==> config.mk <==
export PLATFORM = sky130hd
export DESIGN_NAME = modstick_regbank_flat
export DESIGN_NICKNAME = d
export VERILOG_FILES = /design/src/rtl/modstick_regbank_pkg.sv /design/src/rtl/modstick_regbank_if.sv /design/src/rtl/modstick_regbank_errtrack.sv /design/src/rtl/modstick_regbank.sv /design/src/flat_wrapper.sv
export SDC_FILE = /design/constraint.sdc
export NUM_CORES = 1
export LEC_CHECK = 0
export BUFFER_PORTS_ARGS = -buffer_cell sky130_fd_sc_hd__clkbuf_2
export CAP_MARGIN = 20
export CORE_MARGIN = 4
export CORE_UTILIZATION = 60
export CTS_CLUSTER_DIAMETER = 150
export CTS_CLUSTER_SIZE = 20
export DETAILED_ROUTE_END_ITERATION = 8
export GPL_TIMING_DRIVEN = 0
export PLACE_DENSITY = 0.91
export SYNTH_ARGS = -nofsm -noshare
export SYNTH_HDL_FRONTEND = slang
export SYNTH_SLANG_ARGS = --single-unit
==> constraint.sdc <==
create_clock -name clk -period 4.47 [get_ports clk]
set_input_delay 0.2235 -clock clk [delete_from_list [all_inputs] [get_ports clk]]
set_output_delay 0.2235 -clock clk [all_outputs]
set_load 0.05 [all_outputs]
==> src/rtl/modstick_regbank_pkg.sv <==
// Shared definitions for the modstick register bank: register map,
// default constant values and the read-select encoding used by the top.
package modstick_regbank_pkg;

  // Word addresses of the register map
  localparam int unsigned A_ID     = 0;
  localparam int unsigned A_STATUS = 1;
  localparam int unsigned A_IRQEN  = 2;
  localparam int unsigned A_LED    = 3;
  localparam int unsigned A_ERRCNT = 4;
  localparam int unsigned A_MBOX0  = 5;

  // Default constants returned by the ID register and for unmapped reads
  localparam logic [15:0] DEF_ID_VAL  = 16'h1234;
  localparam logic [15:0] DEF_BAD_VAL = 16'hbeef;

  // Which register an address decodes to
  typedef enum logic [2:0] {
    SEL_ID     = 3'd0,
    SEL_STATUS = 3'd1,
    SEL_IRQEN  = 3'd2,
    SEL_LED    = 3'd3,
    SEL_ERRCNT = 3'd4,
    SEL_MBOX   = 3'd5,
    SEL_NONE   = 3'd6
  } reg_sel_e;

  // Index width for an array of n entries (at least one bit)
  function automatic int unsigned idx_width(input int unsigned n);
    idx_width = (n > 32'd1) ? $clog2(n) : 32'd1;
  endfunction

endpackage

==> src/rtl/modstick_regbank_if.sv <==
// Simple valid/iswrite/ack register bus. The master issues at most one
// access per cycle while valid is high; the slave acks one cycle later.
interface modstick_regbank_if #(
  parameter int unsigned AW = 16,
  parameter int unsigned DW = 16
) ();

  logic          valid;
  logic          iswrite;
  logic [AW-1:0] addr;
  logic [DW-1:0] wdata;
  logic [DW-1:0] rdata;
  logic          ack;

  modport master (
    output valid, iswrite, addr, wdata,
    input  rdata, ack
  );

  modport slave (
    input  valid, iswrite, addr, wdata,
    output rdata, ack
  );

endinterface

==> src/rtl/modstick_regbank_errtrack.sv <==
// Error tracking for the register bank: sticky write-1-to-clear STATUS
// flags fed by level error inputs, plus a saturating counter of cycles on
// which at least one error input rose.
module modstick_regbank_errtrack #(
  parameter int unsigned NERR = 4,
  parameter int unsigned DW   = 16
) (
  input  logic            clk,
  input  logic            reset,
  input  logic [NERR-1:0] err_i,
  input  logic [NERR-1:0] w1c_i,
  input  logic            cnt_clr_i,
  output logic [NERR-1:0] status_o,
  output logic [DW-1:0]   errcnt_o
);

  logic [NERR-1:0] status_q,   status_d;
  logic [NERR-1:0] err_prev_q, err_prev_d;
  logic [DW-1:0]   errcnt_q,   errcnt_d;
  logic            rise;

  // Next-state: set beats a same-cycle clear; a clear coinciding with a rise leaves a count of one
  always_comb begin
    rise       = |(err_i & ~err_prev_q);
    status_d   = (status_q & ~w1c_i) | err_i;
    err_prev_d = err_i;
    if (cnt_clr_i) begin
      errcnt_d = DW'(rise);
    end else if (rise && (errcnt_q != {DW{1'b1}})) begin
      errcnt_d = errcnt_q + DW'(1);
    end else begin
      errcnt_d = errcnt_q;
    end
  end

  // State registers with synchronous reset
  always_ff @(posedge clk) begin
    if (reset) begin
      status_q   <= '0;
      err_prev_q <= '0;
      errcnt_q   <= '0;
    end else begin
      status_q   <= status_d;
      err_prev_q <= err_prev_d;
      errcnt_q   <= errcnt_d;
    end
  end

  assign status_o = status_q;
  assign errcnt_o = errcnt_q;

endmodule

==> src/rtl/modstick_regbank.sv <==
// modstick register bank: ID word, sticky error STATUS, IRQ enable mask,
// saturating error counter, software LEDs (one LED mirrors "any error")
// and scratch mailboxes, on the simple valid/iswrite/ack bus.
module modstick_regbank
  import modstick_regbank_pkg::*;
#(
  parameter int unsigned   DW      = 16,
  parameter int unsigned   AW      = 16,
  parameter int unsigned   NERR    = 4,
  parameter int unsigned   NLED    = 5,
  parameter int unsigned   ERR_LED = 1,
  parameter int unsigned   NMBOX   = 4,
  parameter logic [DW-1:0] ID_VAL  = DW'(DEF_ID_VAL),
  parameter logic [DW-1:0] BAD_VAL = DW'(DEF_BAD_VAL)
) (
  input  logic                clk,
  input  logic                reset,
  modstick_regbank_if.slave   bus,
  input  logic [NERR-1:0]     err_in,
  output logic                irq,
  output logic [NLED-1:0]     leds
);

  localparam int unsigned MBW = idx_width(NMBOX);
  // Software-writable LED bits; the error LED is owned by hardware
  localparam logic [NLED-1:0] LED_SW_MASK = ~(NLED'(1) << ERR_LED);

  reg_sel_e         sel;
  logic [MBW-1:0]   mbox_idx;
  logic             wr_en;
  logic             rd_en;
  logic [DW-1:0]    rd_val;
  logic [NERR-1:0]  w1c;
  logic             cnt_clr;
  logic [NERR-1:0]  status;
  logic [DW-1:0]    errcnt;

  logic             ack_q,    ack_d;
  logic [DW-1:0]    rdata_q,  rdata_d;
  logic             irq_q,    irq_d;
  logic [NLED-1:0]  leds_q,   leds_d;
  logic [NERR-1:0]  irq_en_q, irq_en_d;
  logic [NLED-1:0]  led_q,    led_d;
  logic [DW-1:0]    mbox_q [NMBOX];
  logic [DW-1:0]    mbox_d [NMBOX];

  // Full-width address decode into a register select and mailbox index
  always_comb begin
    sel      = SEL_NONE;
    mbox_idx = '0;
    if (bus.addr == AW'(A_ID)) begin
      sel = SEL_ID;
    end else if (bus.addr == AW'(A_STATUS)) begin
      sel = SEL_STATUS;
    end else if (bus.addr == AW'(A_IRQEN)) begin
      sel = SEL_IRQEN;
    end else if (bus.addr == AW'(A_LED)) begin
      sel = SEL_LED;
    end else if (bus.addr == AW'(A_ERRCNT)) begin
      sel = SEL_ERRCNT;
    end else begin
      for (int i = 0; i < int'(NMBOX); i++) begin
        if (bus.addr == AW'(int'(A_MBOX0) + i)) begin
          sel      = SEL_MBOX;
          mbox_idx = MBW'(i);
        end else begin
          mbox_idx = mbox_idx;
        end
      end
    end
  end

  // Read mux over the register values as they stand at the start of the cycle
  always_comb begin
    case (sel)
      SEL_ID:     rd_val = ID_VAL;
      SEL_STATUS: rd_val = DW'(status);
      SEL_IRQEN:  rd_val = DW'(irq_en_q);
      SEL_LED:    rd_val = DW'(leds_q);
      SEL_ERRCNT: rd_val = errcnt;
      SEL_MBOX:   rd_val = mbox_q[mbox_idx];
      default:    rd_val = BAD_VAL;
    endcase
  end

  // Write strobes and next-state for the bus-visible registers
  always_comb begin
    wr_en    = bus.valid & bus.iswrite;
    rd_en    = bus.valid & ~bus.iswrite;
    w1c      = (wr_en && (sel == SEL_STATUS)) ? bus.wdata[NERR-1:0] : '0;
    cnt_clr  = wr_en && (sel == SEL_ERRCNT);
    irq_en_d = (wr_en && (sel == SEL_IRQEN)) ? bus.wdata[NERR-1:0] : irq_en_q;
    led_d    = (wr_en && (sel == SEL_LED)) ? (bus.wdata[NLED-1:0] & LED_SW_MASK) : led_q;
    for (int i = 0; i < int'(NMBOX); i++) begin
      if (wr_en && (sel == SEL_MBOX) && (mbox_idx == MBW'(i))) begin
        mbox_d[i] = bus.wdata;
      end else begin
        mbox_d[i] = mbox_q[i];
      end
    end
    ack_d   = bus.valid;
    rdata_d = rd_en ? rd_val : rdata_q;
    // LED and IRQ outputs follow the registers with one cycle of lag
    leds_d  = (led_q & LED_SW_MASK) | (NLED'(|status) << ERR_LED);
    irq_d   = |(status & irq_en_q);
  end

  // Bus-side and output registers with synchronous reset
  always_ff @(posedge clk) begin
    if (reset) begin
      ack_q    <= 1'b0;
      rdata_q  <= '0;
      irq_q    <= 1'b0;
      leds_q   <= '0;
      irq_en_q <= '0;
      led_q    <= '0;
      for (int i = 0; i < int'(NMBOX); i++) begin
        mbox_q[i] <= '0;
      end
    end else begin
      ack_q    <= ack_d;
      rdata_q  <= rdata_d;
      irq_q    <= irq_d;
      leds_q   <= leds_d;
      irq_en_q <= irq_en_d;
      led_q    <= led_d;
      for (int i = 0; i < int'(NMBOX); i++) begin
        mbox_q[i] <= mbox_d[i];
      end
    end
  end

  modstick_regbank_errtrack #(
    .NERR (NERR),
    .DW   (DW)
  ) u_errtrack (
    .clk       (clk),
    .reset     (reset),
    .err_i     (err_in),
    .w1c_i     (w1c),
    .cnt_clr_i (cnt_clr),
    .status_o  (status),
    .errcnt_o  (errcnt)
  );

  assign bus.ack   = ack_q;
  assign bus.rdata = rdata_q;
  assign irq       = irq_q;
  assign leds      = leds_q;

endmodule
==> src/flat_wrapper.sv <==
// flat-port wrapper written by rule: the top's interface ports become plain ports
module modstick_regbank_flat import modstick_regbank_pkg::*;
#(
  parameter int unsigned   DW      = 16,
  parameter int unsigned   AW      = 16,
  parameter int unsigned   NERR    = 4,
  parameter int unsigned   NLED    = 5,
  parameter int unsigned   ERR_LED = 1,
  parameter int unsigned   NMBOX   = 4,
  parameter logic [DW-1:0] ID_VAL  = DW'(DEF_ID_VAL),
  parameter logic [DW-1:0] BAD_VAL = DW'(DEF_BAD_VAL)
)
  (clk, reset, err_in, irq, leds, bus_valid, bus_iswrite, bus_addr, bus_wdata, bus_rdata, bus_ack);
  modstick_regbank_if #(.AW(AW), .DW(DW)) bus_i ();
  input  logic clk;
  input  logic reset;
  input  logic [NERR-1:0] err_in;
  output logic irq;
  output logic [NLED-1:0] leds;
  input wire logic [$bits(bus_i.valid)-1:0] bus_valid;
  input wire logic [$bits(bus_i.iswrite)-1:0] bus_iswrite;
  input wire logic [$bits(bus_i.addr)-1:0] bus_addr;
  input wire logic [$bits(bus_i.wdata)-1:0] bus_wdata;
  output wire logic [$bits(bus_i.rdata)-1:0] bus_rdata;
  output wire logic [$bits(bus_i.ack)-1:0] bus_ack;
  assign bus_i.valid = bus_valid;
  assign bus_i.iswrite = bus_iswrite;
  assign bus_i.addr = bus_addr;
  assign bus_i.wdata = bus_wdata;
  assign bus_rdata = bus_i.rdata;
  assign bus_ack = bus_i.ack;
  modstick_regbank #(.DW(DW), .AW(AW), .NERR(NERR), .NLED(NLED), .ERR_LED(ERR_LED), .NMBOX(NMBOX), .ID_VAL(ID_VAL), .BAD_VAL(BAD_VAL)) u_core (.clk(clk), .reset(reset), .bus(bus_i), .err_in(err_in), .irq(irq), .leds(leds));
endmodule
## After elaboration in Yosys (flattened, before gate mapping)

Memories as Yosys holds them, arrays and structs flattened.
Index checks and enable logic that the tools add are counted.

- Output and inout port bits: 23
- Bits in registers: 55
- Memories: 1
- Input port bits: 40
- Memory bits (writable): 64

- Bitwise logic cells: 14
- Add/sub/neg operators: 1
- Mux-type cells: 32
- Reductions and logical operators: 22
- Eq/ne operators: 21

Memories:

| memory | depth | bits a word | read ports | clocked after memory_dff | write ports | RTL line | RTL |
|---|---|---|---|---|---|---|---|
| u_core.mbox_q | 4 | 16 | 1 | 0 | 4 | modstick_regbank.sv:44 | `logic [DW-1:0] mbox_q [NMBOX];` |

Operators with widths:

| cell | number |
|---|---|
| $mux W16 | 8 |
| $pmux W16 S6 | 1 |
| $eq A16 B3 Y1 const B | 4 |
| $eq A16 B2 Y1 const B | 2 |
| $mux W2 | 11 |
| $add A16 B1 Y16 const B | 1 |
| $eq A16 B1 Y1 const B | 1 |
| $eq A16 B4 Y1 const B | 1 |
| $logic_not A16 Y1 | 1 |
| $ne A16 B16 Y1 const B | 1 |
| $mux W3 | 5 |
| $and A4 B4 Y4 | 3 |
| $reduce_or A4 Y1 | 3 |
| $logic_and A1 B1 Y1 | 10 |
| $not A4 Y4 | 2 |
| $reduce_and A2 Y1 | 4 |
| $eq A3 B2 Y1 const B | 2 |
| $eq A3 B3 Y1 const B | 2 |
| $mux W1 | 6 |
| $or A5 B2 Y5 | 1 |
| $eq A2 B2 Y1 const B | 2 |
| $mux W4 | 1 |
| $ne A1 B1 Y1 const B | 4 |
| $or A1 B1 Y1 | 4 |
| other kinds (9) | 10 |

## Logic depth before layout (Yosys ltp)

- Word-level depth: 16
- Gate-level depth with buffers: 8
- Mapped depth without buffers: 5

## Hierarchy

A second synthesis with hierarchy kept.

- Cells, all modules: 553
- Area, all modules: 5846.9 µm²

By module, submodules not included:

| module | sequential area each (µm²) | instances | cells each | area each (µm²) |
|---|---|---|---|---|
| modstick_regbank | 2542.4 | 1 | 419 | 4670.7 |
| modstick_regbank_errtrack | 480.5 | 1 | 134 | 1176.1 |

## Worst setup path before layout

Ideal clock, no wire load.

- Kind: input to register
- From: in bus_addr[9]
- To: mem u_core.mbox_q[3][0], enable pin
- Slack: 1989 ps
- Stages on the path: 4
- Data arrival time: 2089 ps
- Setup time: 392 ps
- Data required time: 4078 ps
- Path through: or4_4 nor3_4 nand2_1 o21bai_1

RTL lines:

| item | RTL line | RTL |
|---|---|---|
| from (decl) | flat_wrapper.sv:22 | `input wire logic [$bits(bus_i.addr)-1:0] bus_addr;` |
| to (decl) | modstick_regbank.sv:44 |  |

==> impl_table.tex <==
\begin{tabular}{lr}
\hline
Metric & Value \\
\hline
\multicolumn{2}{l}{\textbf{Power and ir drop}} \\
\quad Flop pwr share & 44.4\% \\
\quad Leakage power figure & 2.47 nW \\
\quad Switching power as a share of total power & 26.6\% \\
\quad Power per Cell Area & 403 nW/um\^{}2 \\
\quad Combinational share of power & 6.8\% \\
\quad Peak VDD IR & 0.000479 V \\
\quad Switching power of the nets & 729 uW \\
\quad Cell internal power dissipation & 2.02 mW \\
\quad Share of power burned in the clock network & 48.8\% \\
\quad Total Power & 2.75 mW \\
\multicolumn{2}{l}{\textbf{Finish}} \\
\quad Antenna cell count & 0 \\
\quad Commonest non-fill, non-tap cells in the layout & sky130\_fd\_sc\_hd\_\_edfxtp\_1 (64), sky130\_fd\_sc\_hd\_\_clkbuf\_2 (62), sky130\_fd\_sc\_hd\_\_and2\_1 (59) \\
\quad Most frequent standard cell in the layout excluding fill and tap cells & sky130\_fd\_sc\_hd\_\_edfxtp\_1 \\
\quad Fin nets & 648 \\
\quad Ratio of cells with drive above 1 in the final layout & 23.1\% \\
\quad Post-synthesis to final-layout area growth & 19.7\% \\
\multicolumn{2}{l}{\textbf{STA}} \\
\quad Slew at the pin closest to its max-slew limit & 0.976 ns \\
\quad Aggregate negative setup slack & 0 ns \\
\quad Fin. max-slew vios & 0 \\
\quad Maximum operating frequency & 451 MHz \\
\quad Fraction of the cycle the final worst path needs & 49.6\% \\
\quad Slew Limit Headroom & 34.9\% \\
\quad Endpoints failing setup & 0 \\
\quad Final Hold Vio Count & 0 \\
\quad Hold Worst Slack & 0.000764 ns \\
\quad RSZ-0062 raised after global routing & no \\
\quad Setup skew after layout & 0.0155 ns \\
\quad Final critical path time including I/O delays and setup & 2.22 ns \\
\multicolumn{2}{l}{\textbf{Floorplan}} \\
\quad Core Region & 9240 um\^{}2 \\
\quad Chip Width & 105 um \\
\quad Number of ports placed on the die boundary & 63 \\
\quad Number of cell rows & 35 \\
\quad Initial core utilization & 61.7\% \\
\quad Chip Height & 105 um \\
\quad Floorplan die area & 11100 um\^{}2 \\
\multicolumn{2}{l}{\textbf{Clock network}} \\
\quad Post-CTS Resized & 0 \\
\quad Number of setup buffers added after CTS & 0 \\
\quad Root Buffer Master & sky130\_fd\_sc\_hd\_\_clkbuf\_8 \\
\quad Clock Tree Buf Depth & 2 \\
\quad Number of clock sinks & 119 \\
\quad Clk Latency, worst-skew pair & 0.54 ns \\
\quad TritonCTS clock tree & yes \\
\quad Clock-pin slew on the worst setup and hold paths & 0.07 ns \\
\quad Number of H-tree levels & 4 \\
\quad Inserted Clock Buffers & 17 \\
\multicolumn{2}{l}{\textbf{Detailed routing}} \\
\quad Mean number of vias per cell & 6.26 \\
\quad Initial DRC count & 388 \\
\quad DRT antenna net count & 0 \\
\quad Wire length reported by the detailed router & 15.6 mm \\
\quad Wire length per cell & 20.8 um \\
\quad Total number of vias & 4691 \\
\quad \# DRC & 0 \\
\quad Number of iterations in the first detailed-routing pass & 5 \\
\multicolumn{2}{l}{\textbf{Critical path}} \\
\quad Kind of cell adding the most delay to the critical path & buffers and inverters \\
\quad Largest fanout on the critical path & 16 \\
\quad Endpoint kind of the worst setup timing path & flop \\
\quad Buffers plus inverters on the worst setup path & 3 \\
\quad Worst path slowest cell & sky130\_fd\_sc\_hd\_\_clkbuf\_1 \\
\quad Worst setup SP type & primary input \\
\quad Peak per-stage delay on the critical path & 0.52 ns \\
\quad Path type of the worst setup path & primary input to flop \\
\quad Worst path cell trace & buf\_2, nor4b\_4, clkbuf\_1, o21a\_1, buf\_4, a41o\_2 \\
\quad Data arrival time of the critical path & 2.41 ns \\
\quad Data required time at the worst endpoint & 4.66 ns \\
\multicolumn{2}{l}{\textbf{Synth}} \\
\quad Post-synth net total & 560 \\
\quad Netlist area before placement & 5700 um\^{}2 \\
\quad Number of unique standard cell types used by synthesis & 67 \\
\quad Largest cells by area after synthesis & sky130\_fd\_sc\_hd\_\_edfxtp\_1 (34\%), sky130\_fd\_sc\_hd\_\_dfxtp\_1 (19\%), sky130\_fd\_sc\_hd\_\_and2\_1 (6.5\%) \\
\quad Warnings, synthesis & 0 \\
\quad Fraction of synthesis flops using an asynchronous set or reset pin & 0\% \\
\quad Synth Area per Inst & 11.0 um\^{}2 \\
\quad Number of instances in the synthesized netlist & 519 \\
\quad Synthesis-stage register bit count & 119 \\
\quad Cell taking the most area after synthesis & sky130\_fd\_sc\_hd\_\_edfxtp\_1 \\
\quad Register area share after synthesis & 53.1\% \\
\quad Area share of the largest cell type after synthesis & 33.7\% \\
\quad Post-synth top flop & sky130\_fd\_sc\_hd\_\_edfxtp\_1 \\
\quad Number of synthesized flops with an enable pin & 64 \\
\multicolumn{2}{l}{\textbf{Placed design}} \\
\quad Port Buf Inserts & 61 \\
\quad Global placement routability congestion & 0.896 \\
\quad Post-detailed-placement half-perimeter wirelength & 10.1 mm \\
\multicolumn{2}{l}{\textbf{Global routing}} \\
\quad Met3 layer usage reported by global route & 7.10\% \\
\quad Total routing usage reported by global routing & 28.9\% \\
\quad Via count of the first global-routing pass & 4851 \\
\quad Total gr overflow & 0 \\
\quad Fraction of met1 tracks used by global routing & 33.7\% \\
\quad Busiest layer in global routing & met2 \\
\quad Largest net degree at the start of global routing & 17 \\
\quad First-pass GRT wire length & 24.7 mm \\
\quad Antenna violations before repair & 0 \\
\quad Met2 Resource Use GR & 50.2\% \\
\multicolumn{2}{l}{\textbf{Run status}} \\
\quad Status & finished, final reports clean \\
\multicolumn{2}{l}{\textbf{Min path}} \\
\quad Min-delay worst type & primary input to flop \\
\multicolumn{2}{l}{\textbf{Flow run}} \\
\quad Maxcap violations & 0 \\
\hline
\end{tabular}
==> routing by layer <==
layer	share of wire (%)	vias to the layer above
met5	0	-
met3	8.2	44
met2	52	230
li1	-	2130
met4	2.5	0
met1	38	2287
==> worst paths after layout <==
check	cells after the start	startpoint	slack (ns)	end
setup / recovery	6	bus_addr[1]	2.25	u_core.mbox_q[2][9]
hold / removal	2	bus_wdata[6]	0.0008	u_core.mbox_q[3][6]
setup reg to reg	6	u_core.u_errtrack.errcnt_o[8]	2.29	u_core.u_errtrack.errcnt_o[9]
hold reg to reg	1	u_core.led_q[2]	0.47	u_core.leds[2]
==> layout make-up <==
class | count | area [um^2]
Clock buffer | 17 | 414
Inverter | 2 | 7.51
Multi-Input combinational cell | 362 | 2490
Timing Repair Buffer | 69 | 385
Clock inverter | 15 | 158
Fill cell | 594 | 2420
Buffer | 36 | 180
Tap cell | 129 | 161
Sequential cell | 119 | 3020
==> flip-flops by register name, indices dropped and copies added (netlist names) <==
register                      cells
u_core.u_errtrack.err_prev_q      4
u_core.u_errtrack.errcnt_o       16
u_core.u_errtrack.status_o        4
u_core.irq_en_q                   4
u_core.mbox_q                    64
u_core.bus.rdata                 16
u_core.leds                       5
u_core.led_q                      4
u_core.bus.ack                    1
u_core.irq                        1
==> worst register-to-register path, delay by kind of cell (launching register included) <==
kind	cells	cell delay, ns
AND/OR/NAND/NOR	3	0.78
AO/OA/AOI/OAI	2	0.48
flip-flops	1	0.45
buffers and inverters	1	0.35
==> what timing repair did <==
action / 4_1_cts / 5_1_grt
setup endpoints to repair: 0 / 0
hold buffers: 8 / 0
endpoints found under the hold margin: 13 / 0
==> per-stage QoR <==
step / area [um^2] / utilization, % / instances / setup WS, ns
after floorplan: 5700 / - / 519 / 1.99
after global placement: 6160 / 66.7 / 709 / 1.35
after detailed placement: 6170 / 66.8 / 709 / 1.75
after CTS: 6820 / 73.8 / 749 / 2.28
after global routing: 6820 / 73.8 / 749 / 2.14
final: 6820 / 73.8 / 749 / 2.25
==> logic make-up after synthesis <==
| family | Yosys count | synth area share, % |
|---|---|---|
| AND/OR/NAND/NOR | 224 | 25.1 |
| flip-flops | 119 | 53.1 |
| multiplexers | 14 | 2.53 |
| adder cells (fa/ha/maj) | 1 | 0.220 |
| XOR/XNOR | 7 | 1.08 |
| AO/OA/AOI/OAI | 116 | 14.7 |
| buffers and inverters | 38 | 3.29 |
==> power by group through the flow <==
stage          clock network, mW  logic (mW)  registers (mW)
2_1_floorplan                  0      0.0796            1.27
3_3_place_gp                   0       0.170            1.24
5_1_grt                     1.39       0.199            1.22
3_5_place_dp                   0       0.176            1.24
4_1_cts                     1.33       0.184            1.22
6_report                    1.34       0.186            1.22
==> synth_stat cells, types with 3 or more instances <==
library cell,instances
sky130_fd_sc_hd__dfxtp_1,55
sky130_fd_sc_hd__edfxtp_1,64
sky130_fd_sc_hd__nor2b_1,11
sky130_fd_sc_hd__nand4_1,9
sky130_fd_sc_hd__mux2i_1,11
sky130_fd_sc_hd__nor4_1,7
sky130_fd_sc_hd__o211ai_1,4
sky130_fd_sc_hd__nand3b_1,3
sky130_fd_sc_hd__a221oi_1,6
sky130_fd_sc_hd__buf_6,4
sky130_fd_sc_hd__clkbuf_1,23
sky130_fd_sc_hd__buf_2,5
sky130_fd_sc_hd__o2bb2ai_1,11
sky130_fd_sc_hd__or4_1,7
sky130_fd_sc_hd__o21a_1,3
sky130_fd_sc_hd__nor2_1,46
sky130_fd_sc_hd__nor3_1,4
sky130_fd_sc_hd__o31ai_1,5
sky130_fd_sc_hd__mux2_2,3
sky130_fd_sc_hd__nand2_1,14
sky130_fd_sc_hd__a211oi_1,12
sky130_fd_sc_hd__and2_1,59
sky130_fd_sc_hd__or3_1,3
sky130_fd_sc_hd__nand3_1,7
sky130_fd_sc_hd__and2_2,16
sky130_fd_sc_hd__and4_1,6
sky130_fd_sc_hd__a21oi_1,22
sky130_fd_sc_hd__nand2b_1,8
sky130_fd_sc_hd__or4_4,3
sky130_fd_sc_hd__a22oi_1,19
sky130_fd_sc_hd__a22o_1,3
sky130_fd_sc_hd__o21ai_0,12
sky130_fd_sc_hd__xor2_1,5
sky130_fd_sc_hd__nor4_4,3
Power figures use the tool's default switching activity.
